===== src/rtl/systola_pkg.sv =====
// rtl/systola_pkg.sv - shared types and defaults for the systolic array output path
package systola_pkg;

  localparam int SYSTOLA_WORDLEN = 8;

  typedef enum logic {
    IDLE = 1'b0,
    SEND = 1'b1
  } drain_state_t;

endpackage


===== src/rtl/outbuf_drain_if.sv =====
// rtl/outbuf_drain_if.sv - PE column push bus and serialized result stream
interface outbuf_drain_if
  import systola_pkg::*;
#(
  parameter int WORDLEN = SYSTOLA_WORDLEN,
  parameter int NCOLS   = 4
) ();

  logic [NCOLS-1:0]         col_valid;
  logic [NCOLS*WORDLEN-1:0] col_data;
  logic                     out_ready;
  logic                     out_valid;
  logic [WORDLEN-1:0]       out_data;
  logic [$clog2(NCOLS)-1:0] out_col;
  logic                     out_last;

  modport master (
    output col_valid, col_data, out_ready,
    input  out_valid, out_data, out_col, out_last
  );

  modport slave (
    input  col_valid, col_data, out_ready,
    output out_valid, out_data, out_col, out_last
  );

endinterface


===== src/rtl/outbuf_lane.sv =====
// rtl/outbuf_lane.sv - one circular result FIFO lane; a full lane still accepts a push when it pops
module outbuf_lane
  import systola_pkg::*;
#(
  parameter int WORDLEN = SYSTOLA_WORDLEN,
  parameter int DEPTH   = 16
) (
  input  logic                     clk,
  input  logic                     rstn,
  input  logic                     flush,
  input  logic                     push,
  input  logic                     pop,
  input  logic [WORDLEN-1:0]       din,
  output logic [WORDLEN-1:0]       dout,
  output logic [$clog2(DEPTH):0]   count,
  output logic                     full,
  output logic                     empty
);

  localparam int PW = $clog2(DEPTH);
  localparam logic [PW:0] DEPTH_C = (PW+1)'(DEPTH);

  logic [WORDLEN-1:0] mem [DEPTH];
  logic [PW-1:0]      head;
  logic [PW-1:0]      tail;
  logic               do_push;
  logic               do_pop;

  assign full  = (count == DEPTH_C);
  assign empty = (count == '0);
  assign dout  = mem[head];

  assign do_pop  = pop && !empty && !flush;
  assign do_push = push && !flush && (!full || do_pop);

  // DEPTH is a power of two, so pointer wrap is the natural binary rollover
  always_ff @(posedge clk) begin
    if (!rstn || flush) begin
      head  <= '0;
      tail  <= '0;
      count <= '0;
    end else begin
      if (do_push) tail <= tail + 1'b1;
      if (do_pop)  head <= head + 1'b1;
      case ({do_push, do_pop})
        2'b10:   count <= count + 1'b1;
        2'b01:   count <= count - 1'b1;
        default: count <= count;
      endcase
    end
  end

  always_ff @(posedge clk) begin
    if (do_push) mem[tail] <= din;
  end

endmodule


===== src/rtl/outbuf_drain.sv =====
// rtl/outbuf_drain.sv - per-column result FIFOs drained row by row onto one stream; OUTBUF_RELU_EN clamps negative words to 0
module outbuf_drain
  import systola_pkg::*;
#(
  parameter int WORDLEN = SYSTOLA_WORDLEN,
  parameter int NCOLS   = 4,
  parameter int DEPTH   = 16
) (
  input  logic           clk,
  input  logic           rstn,
  input  logic           flush,
  output logic           full,
  output logic           overflow,
  outbuf_drain_if.slave  bus
);

  localparam int CW = $clog2(NCOLS);
  localparam logic [CW-1:0] LAST_COL = CW'(NCOLS - 1);

  drain_state_t state;
  drain_state_t state_nxt;
  logic [CW-1:0] col_q;

  logic [WORDLEN-1:0]   lane_dout  [NCOLS];
  logic [$clog2(DEPTH):0] lane_count [NCOLS];
  logic [NCOLS-1:0]     lane_full;
  logic [NCOLS-1:0]     lane_empty;
  logic [NCOLS-1:0]     lane_have;
  logic [NCOLS-1:0]     pop;
  logic [NCOLS-1:0]     drop;
  logic                 row_ready;
  logic                 beat;
  logic [WORDLEN-1:0]   head_word;
  logic [WORDLEN-1:0]   shown_word;

  for (genvar c = 0; c < NCOLS; c++) begin : g_lane
    assign pop[c]       = beat && (col_q == CW'(c)) && !lane_empty[c];
    assign drop[c]      = bus.col_valid[c] && lane_full[c] && !pop[c] && !flush;
    assign lane_have[c] = (lane_count[c] != '0);

    outbuf_lane #(
      .WORDLEN (WORDLEN),
      .DEPTH   (DEPTH)
    ) u_lane (
      .clk   (clk),
      .rstn  (rstn),
      .flush (flush),
      .push  (bus.col_valid[c]),
      .pop   (pop[c]),
      .din   (bus.col_data[c*WORDLEN +: WORDLEN]),
      .dout  (lane_dout[c]),
      .count (lane_count[c]),
      .full  (lane_full[c]),
      .empty (lane_empty[c])
    );
  end

  assign row_ready = &lane_have;
  assign beat      = (state == SEND) && bus.out_ready;
  assign full      = |lane_full;
  assign head_word = lane_dout[col_q];

`ifdef OUTBUF_RELU_EN
  assign shown_word = head_word[WORDLEN-1] ? '0 : head_word;
`else
  assign shown_word = head_word;
`endif

  always_ff @(posedge clk) begin
    if (!rstn || flush) state <= IDLE;
    else                state <= state_nxt;
  end

  always_comb begin
    state_nxt = state;
    case (state)
      IDLE: if (row_ready) state_nxt = SEND;
      SEND: if (bus.out_ready && (col_q == LAST_COL)) state_nxt = IDLE;
      default: state_nxt = IDLE;
    endcase
  end

  always_comb begin
    bus.out_valid = 1'b0;
    bus.out_last  = 1'b0;
    bus.out_data  = '0;
    if (state == SEND) begin
      bus.out_valid = 1'b1;
      bus.out_last  = (col_q == LAST_COL);
      bus.out_data  = shown_word;
    end
  end

  // Column index only moves on an accepted beat, so it holds under backpressure
  always_ff @(posedge clk) begin
    if (!rstn || flush) begin
      col_q <= '0;
    end else if (state == IDLE) begin
      if (row_ready) col_q <= '0;
    end else if (bus.out_ready && (col_q != LAST_COL)) begin
      col_q <= col_q + 1'b1;
    end
  end

  assign bus.out_col = col_q;

  // Sticky until reset; flush deliberately leaves it alone
  always_ff @(posedge clk) begin
    if (!rstn)       overflow <= 1'b0;
    else if (|drop)  overflow <= 1'b1;
  end

endmodule


===== src/flat_wrapper.sv =====
// flat-port wrapper written by rule: the top's interface ports become plain ports
module outbuf_drain_flat import systola_pkg::*;
#(
  parameter int WORDLEN = SYSTOLA_WORDLEN,
  parameter int NCOLS   = 4,
  parameter int DEPTH   = 16
)
  (clk, rstn, flush, full, overflow, bus_col_valid, bus_col_data, bus_out_ready, bus_out_valid, bus_out_data, bus_out_col, bus_out_last);
  outbuf_drain_if #(.WORDLEN(WORDLEN), .NCOLS(NCOLS)) bus_i ();
  input  logic clk;
  input  logic rstn;
  input  logic flush;
  output logic full;
  output logic overflow;
  input wire logic [$bits(bus_i.col_valid)-1:0] bus_col_valid;
  input wire logic [$bits(bus_i.col_data)-1:0] bus_col_data;
  input wire logic [$bits(bus_i.out_ready)-1:0] bus_out_ready;
  output wire logic [$bits(bus_i.out_valid)-1:0] bus_out_valid;
  output wire logic [$bits(bus_i.out_data)-1:0] bus_out_data;
  output wire logic [$bits(bus_i.out_col)-1:0] bus_out_col;
  output wire logic [$bits(bus_i.out_last)-1:0] bus_out_last;
  assign bus_i.col_valid = bus_col_valid;
  assign bus_i.col_data = bus_col_data;
  assign bus_i.out_ready = bus_out_ready;
  assign bus_out_valid = bus_i.out_valid;
  assign bus_out_data = bus_i.out_data;
  assign bus_out_col = bus_i.out_col;
  assign bus_out_last = bus_i.out_last;
  outbuf_drain #(.WORDLEN(WORDLEN), .NCOLS(NCOLS), .DEPTH(DEPTH)) u_core (.clk(clk), .rstn(rstn), .flush(flush), .full(full), .overflow(overflow), .bus(bus_i));
endmodule

===== config.mk =====
export PLATFORM = sky130hd
export DESIGN_NAME = outbuf_drain_flat
export DESIGN_NICKNAME = d
export VERILOG_FILES = /design/src/rtl/systola_pkg.sv /design/src/rtl/outbuf_drain_if.sv /design/src/rtl/outbuf_lane.sv /design/src/rtl/outbuf_drain.sv /design/src/flat_wrapper.sv
export SDC_FILE = /design/constraint.sdc
export NUM_CORES = 1
export LEC_CHECK = 0
export BUFFER_PORTS_ARGS = -buffer_cell sky130_fd_sc_hd__buf_2
export CORE_MARGIN = 2
export CORE_UTILIZATION = 55
export DETAILED_ROUTE_END_ITERATION = 10
export GPL_ROUTABILITY_DRIVEN = 1
export PLACE_DENSITY = 0.71
export SLEW_MARGIN = 30
export SYNTH_ARGS = -nofsm -noshare
export SYNTH_HDL_FRONTEND = slang
export SYNTH_SLANG_ARGS = --single-unit

===== constraint.sdc =====
create_clock -name clk -period 4.63 [get_ports clk]
set_clock_uncertainty 0.15 [all_clocks]
set_input_delay 0.463 -clock clk [delete_from_list [all_inputs] [get_ports clk]]
set_output_delay 0.463 -clock clk [all_outputs]
set_load 0.05 [all_outputs]

# [After elaboration in Yosys (flattened, before gate mapping)]
# Memories as Yosys holds them, arrays and structs flattened. A register that Yosys moved wholly into a read port is not among the register bits.
# Cells that the tools add are included.
# Widths: inputs -> output; s select.
[word_totals] elab_cells=164 memories=4 register_bits=56 ram_bits=512 input_bits=40 rom_bits=0 latchBits=0
[classes] n_eq_ne=17 magnitude_cmp=1 addsub=17 reduce_logical=76 n_bitwise=2 n_shift=0 div=0 n_mux=32 multipliers=0
[memory_table] memory="u_core.g_lane[0].u_lane.mem" words=16 width=8 rd=1 rd_ports_with_merged_regs=1 write_ports=1 line_no="outbuf_lane.sv:23" rtl="logic [WORDLEN-1:0] mem [DEPTH];"
[memory_table] memory="u_core.g_lane[1].u_lane.mem" words=16 width=8 rd=1 rd_ports_with_merged_regs=1 write_ports=1 line_no="outbuf_lane.sv:23"
[memory_table] memory="u_core.g_lane[2].u_lane.mem" words=16 width=8 rd=1 rd_ports_with_merged_regs=1 write_ports=1 line_no="outbuf_lane.sv:23"
[memory_table] memory="u_core.g_lane[3].u_lane.mem" words=16 width=8 rd=1 rd_ports_with_merged_regs=1 write_ports=1 line_no="outbuf_lane.sv:23"
[op_table] operator="$pmux 5 s2" count=4
[op_table] operator="$logic_and 1x1->1" count=39
[op_table] operator="$add 4x1->4 const B" count=8
[op_table] operator="$mux 4" count=8
[op_table] operator="$mux 8" count=3
[op_table] operator="$add 5x1->5 const B" count=4
[op_table] operator="$eq 5x5->1 const B" count=4
[op_table] operator="$logic_not 5->1" count=4
[op_table] operator="$reduce_bool 5->1" count=4
[op_table] operator="$sub 5x1->5 const B" count=4
[op_table] operator="$bmux 8 s2" count=1
[op_table] operator="$logic_not 1->1" count=14
[op_table] operator="$eq 2x2->1 const B" count=6
[op_table] operator="$mux 1" count=12
[op_table] operator="$eq 2x1->1 const B" count=5
[op_table] operator="$reduce_bool 2->1" count=5
[op_table] operator="$reduce_or 4->1" count=2
[op_table] operator="$mux 2" count=3
[op_table] operator="$logic_or 1x1->1" count=5
[op_table] operator="$ne 2x2->1 const B" count=2
[op_table] operator="$reduce_and 4->1" count=1
[op_table] operator="$ge 3x3->1 const B" count=1
[op_table] operator="$not 2->3" count=1
[op_table] operator="$add 2x1->2 const B" count=1
[op_table] operator="4 further kinds" count=4

# [Depth between registers and ports, before layout]
[depth] ltp_word=9 mapped_depth=11

# [Cells and area by module]
# A second synthesis with hierarchy kept.
[unflattened] cells_unflattened=1405 hier_area_um2=24379.6
[by_module_without_submodules] mod="outbuf_lane at u_core.g_lane[1].u_lane ..." area_per_inst_um2=6023.3 cells_per_inst=341 n_inst=2 seq_area_each_um2=4184.0
[by_module_without_submodules] mod="outbuf_lane at u_core.g_lane[0].u_lane" area_per_inst_um2=5923.2 cells_per_inst=336 n_inst=1 seq_area_each_um2=4184.0
[by_module_without_submodules] mod="outbuf_lane at u_core.g_lane[3].u_lane" area_per_inst_um2=5809.3 cells_per_inst=324 n_inst=1 seq_area_each_um2=4184.0
[by_module_without_submodules] mod="outbuf_drain" area_per_inst_um2=600.6 cells_per_inst=63 n_inst=1 seq_area_each_um2=80.1

# [Least setup slack after synthesis]
# Ideal clock, no wire load.
[synth_path] path_kind="register to register" startpoint="register u_core.col_q[0] (netlist: u_core.bus.out_col[0])" endpoint="register u_core.g_lane[0].u_lane.count[4]" required_ps=4402 slack_ps=766 path_buffers=1 setup_ps=78 stages_incl_launch_ff=12 arrival_time_ps=3636 synth_period_minus_slack_ps=3864 cell_sequence="dfxtp_1 > inv_1 > clkbuf_1 > ha_1 > nand3_1 > a2111oi_1 > ha_1 > a21o_1 > a21o_1 > or4_1 > and3_1 > nor3_1"
[synth_between] elab_chain_len=9
[synth_lines] item="start: declaration" line_no="outbuf_drain.sv:22" rtl="logic [CW-1:0] col_q;"
[synth_lines] item="start signal: assignment" line_no="outbuf_drain.sv:101" rtl="col_q <= col_q + 1'b1;"
[synth_lines] item="$logic_not 2->1 *" line_no="outbuf_drain.sv:37" rtl="assign pop[c] = beat && (col_q == CW'(c)) && !lane_empty[c];"
[synth_lines] item="$logic_and 1x1->1 * (2 in series)" line_no="outbuf_drain.sv:37"
[synth_lines] item="$logic_and 1x1->1 * (2 in series)" line_no="outbuf_lane.sv:33" rtl="assign do_pop = pop && !empty && !flush;"
[synth_lines] item="$logic_or 1x1->1" line_no="outbuf_lane.sv:34" rtl="assign do_push = push && !flush && (!full || do_pop);"
[synth_lines] item="$logic_and 1x1->1" line_no="outbuf_lane.sv:34"
[synth_lines] item="$eq 2x1->1 or $eq 2x2->1 (tied branches)" line_no="outbuf_lane.sv:45" rtl="case ({do_push, do_pop})"
[synth_lines] item="$pmux 5 s2 or $reduce_bool 2->1 (tied branches)"
[synth_lines] item="end signal: assignment" line_no="outbuf_lane.sv:46" rtl="2'b10: count <= count + 1'b1;"
[synth_lines] item="end signal: assignment" line_no="outbuf_lane.sv:47" rtl="2'b01: count <= count - 1'b1;"
[synth_lines] item="end signal: assignment" line_no="outbuf_lane.sv:48" rtl="default: count <= count;"
[synth_lines] item="end: declaration" line_no="outbuf_lane.sv:15" rtl="output logic [$clog2(DEPTH):0] count,"
# Mark *: on every way between the ends. The rest lies on a longest branch, timed or not.
# A chain may end at the register's enable or synchronous reset.

==> run_results.csv <==
group,metric,value,unit
setup_path,end_kind,"primary output",
power_and_ir_drop,combinationalPowerShare,1.7,%
final_layout,diodes,0,
drt,via_per_inst,6.10,
clocking,root_buffer,"clkbuf_16",
power_and_ir_drop,total_power,10.8,mW
grt,grt-busiest-layer,"met2",
grt,overflow,0,
synth,yosysSeqAreaShare,71.4,%
drt,drt_iter0_drc,1142,
power_and_ir_drop,switching_power,2.09,mW
setup_path,worst_ep_required_time,4.02,ns
status,status,"complete, no violations",
synth,synth.most_common_cell,"edfxtp_1",
placement,placedCellCount,1849,
sta,finalCritPeriodShare,87.4,%
sta,finalMaxSlewViolations,0,
grt,grt_pass1_wl,72900,um
setup_path,crit_type,"flip-flop to primary output",
power_and_ir_drop,seqPwrFrac,53.1,%
synth,synthSimpleGateAreaFrac,5.38,%
clocking,cts_inserted_buffers,59,
placement,place_area,24500,um^2
setup_path,cp-start-kind,"flip-flop",
clocking,clk_pin_slew,0.06,ns
floorplanning,pin_count,54,
final_layout,finalNetCount,1452,
grt,grt_max_degree,32,
synth,synthAdderAreaFrac,2.25,%
drt,vias,12000,
synth,synth_common_cells,"512 x edfxtp_1, 131 x mux4_2, 99 x nor2_1",
final_layout,syn2layout_area_growth,12.8,%
synth,synthMuxAreaShare,14.7,%
drt,dr.pass1.iters,7,
power_and_ir_drop,switching_share,19.3,%
synth,synth_top_area_share,65.3,%
synth,synth_compound_area_share,3.35,%
drt,wl_per_cell,24.5,um
clocking,cts_resized,0,
final_layout,fin_cells,1961,
setup_path,crit_arrival,3.43,ns
synth,synth_nets,1355,
synth,ys_seq_elements,584,
drt,routed_wl,48100,um
synth,netlist_area,23600,um^2
synth,synth_area_per_cell,18.5,um^2
grt,grtUsageMet3,3.40,%
setup_path,worstPathMaxFanout,22,
power_and_ir_drop,clkPwrFrac,45.3,%
drt,post-route-drc-count,0,
sta,fmax,247,MHz
clocking,cts_max_path_buffers,3,
synth,synthFlopType,"edfxtp_1",
synth,synthXorXnorAreaFrac,1.34,%
clocking,cts_max_level,2,
floorplanning,placementRows,75,
clocking,cts_tree,"done",
sta,rsz0062_at_grt,"no",
synth,netlist_top_cells_area,"edfxtp_1 65%, mux4_2 13%, dfxtp_1 6.1%",
clocking,insertion_delay,0.60,ns
synth,postSynth.asyncResetShare,0,%
sta,setup_slack,0.583,ns
sta,finalHoldViolCount,0,
placement,dpl.hpwl,31700,um
grt,grt_pass1_vias,12100,
drt,detail-route-antenna-nets,0,
floorplanning,die_y,211,um
power_and_ir_drop,p_per_area,408,nW/um^2
floorplanning,core-area,42100,um^2
clocking,clkSinkCount,584,
placement,portBuffers,53,
synth,synth_top_family_by_area,"multiplexers",
floorplanning,dieArea,44500,um^2
power_and_ir_drop,power.internal,8.74,mW
grt,globalRouteTotalUtil,22.3,%
grt,grt_antenna_before_repair,2,
sta,fin_crit,4.05,ns
final_layout,drive_gt1_share,24.3,%
sta,setup_violations,0,
floorplanning,die_w,211,um
grt,globalRouteMet2Util,35.8,%
sta,worstMarginPinSlew,0.952,ns
sta,slew-limit-headroom,36.3,%
sta,setup_tns,0,ns
job,maxCapViolCount,0,
synth,synth.largest_area_cell,"edfxtp_1",
grt,gr-usage-met1,31.9,%
synth,synth_cell_type_count,59,
power_and_ir_drop,leakagePower,8.59,nW
floorplanning,initial_core_util,55.9,%
synth,yosysWarnings,0,
worst_hold_path,worst_hold_path_type,"input port to flip-flop",
synth,synth_edf_count,512,
synth,synth_cells,1275,
placement,place_ws,1.18,ns
final_layout,design_area,26600,um^2
power_and_ir_drop,ir_drop,0.350,mV
placement,routabilityCongestion,0.817,
what timing repair did:
action	in CTS	in global routing
hold buffers	1	0
setup buffers	0	0
hold endpoints to repair	1	0
stage by stage:
step | utilization (%) | hold slack (ns)
6_report | 63.0 | 0.0840
5_1_grt | 63.0 | 0.0731
4_1_cts | 63.0 | 0.0586
3_5_place_dp | 58.2 | 0.331
3_3_place_gp | 58.2 | 0.320
2_1_floorplan | - | 0.340
registers in the layout, indices dropped and copies added, names as in the netlist, named ones only:
name	cells
u_core.bus.out_col	2
u_core.g_lane.u_lane.count	20
u_core.g_lane.u_lane.head	16
u_core.g_lane.u_lane.mem	512
u_core.g_lane.u_lane.tail	16
u_core.overflow	1
u_core.state	1
cell type report:
| class | count | area, um^2 |
|---|---|---|
| Clock buffer | 69 | 1510 |
| Clock inverter | 42 | 504 |
| Fill cell | 2860 | 15600 |
| Inverter | 26 | 97.6 |
| Multi-Input combinational cell | 610 | 6390 |
| Sequential cell | 584 | 16800 |
| Tap cell | 539 | 674 |
| Timing Repair Buffer | 91 | 553 |
final timing paths:
check	from	endpoint	slack [ns]	depth (start not counted)
setup / recovery	flip-flop	bus_out_data[7]	0.58	6
hold / removal	bus_col_data[26]	u_core.g_lane[3].u_lane.mem[3][2]	0.08	1
setup reg to reg	u_core.bus.out_col[0]	u_core.g_lane[2].u_lane.count[4]	1.30	11
hold reg to reg	u_core.overflow	u_core.overflow	0.34	1
layout by cell type, fill, tap and decap left out, types with 4 or more instances in the layout:
cell type | Yosys | routed
bufinv_16 | 0 | 11
xor2_1 | 22 | 22
clkinvlp_4 | 0 | 6
o21ai_0 | 6 | 6
o22ai_1 | 11 | 11
nand3_1 | 24 | 24
nor3b_1 | 8 | 8
a21o_1 | 15 | 15
a21oi_1 | 21 | 21
fa_1 | 4 | 4
a31oi_1 | 6 | 6
clkinv_1 | 0 | 9
xnor2_1 | 14 | 14
nand4_1 | 5 | 5
clkbuf_1 | 25 | 10
a211o_1 | 4 | 4
a22oi_1 | 9 | 9
nor3_1 | 21 | 21
inv_1 | 26 | 26
a211oi_1 | 7 | 7
nand2b_1 | 10 | 9
edfxtp_1 | 512 | 512
buf_2 | 18 | 53
nor2_2 | 0 | 6
mux4_2 | 131 | 131
o2111ai_1 | 4 | 4
nor2b_1 | 10 | 10
clkinv_2 | 0 | 12
nor2_1 | 99 | 93
and2_1 | 18 | 18
mux2i_1 | 43 | 43
ha_1 | 36 | 36
buf_4 | 5 | 37
dfxtp_2 | 0 | 5
clkbuf_16 | 0 | 59
dfxtp_1 | 72 | 66
nand2_1 | 33 | 33
power groups by stage:
stage / Combinational, mW / Sequential (mW) / Clock, mW
CTS: 0.183 / 5.75 / 4.98
global placement: 0.175 / 5.86 / 0
global route: 0.200 / 5.75 / 5.20
floorplan: 0.0709 / 5.86 / 0
finish: 0.182 / 5.75 / 4.90
detailed placement: 0.182 / 5.86 / 0
critical path, stage by stage, from the launching register on:
cell	delay (ns)
dfxtp_2	0.86
buf_4	0.39
mux4_2	0.54
mux2i_1	0.25
a211oi_1	0.17
a22o_1	0.35
buf_2	0.23
kinds of logic (layout without fill, tap and decap cells):
| family | count (synthesis) | after routing |
|---|---|---|
| AO/OA/AOI/OAI | 106 | 106 |
| XOR/XNOR | 36 | 36 |
| adder cells (fa/ha/maj) | 40 | 40 |
| buffers and inverters | 81 | 228 |
| flip-flops | 584 | 584 |
| multiplexers | 178 | 178 |
| AND/OR/NAND/NOR | 250 | 250 |
layer usage:
layer | vias to the layer above | part of all wire (%)
met4 | 4 | 2.4
met2 | 428 | 49
met5 | - | 0.056
met1 | 6173 | 42
li1 | 5288 | -
met3 | 78 | 6.7
Note: power is estimated with default switching activity, not from simulation.
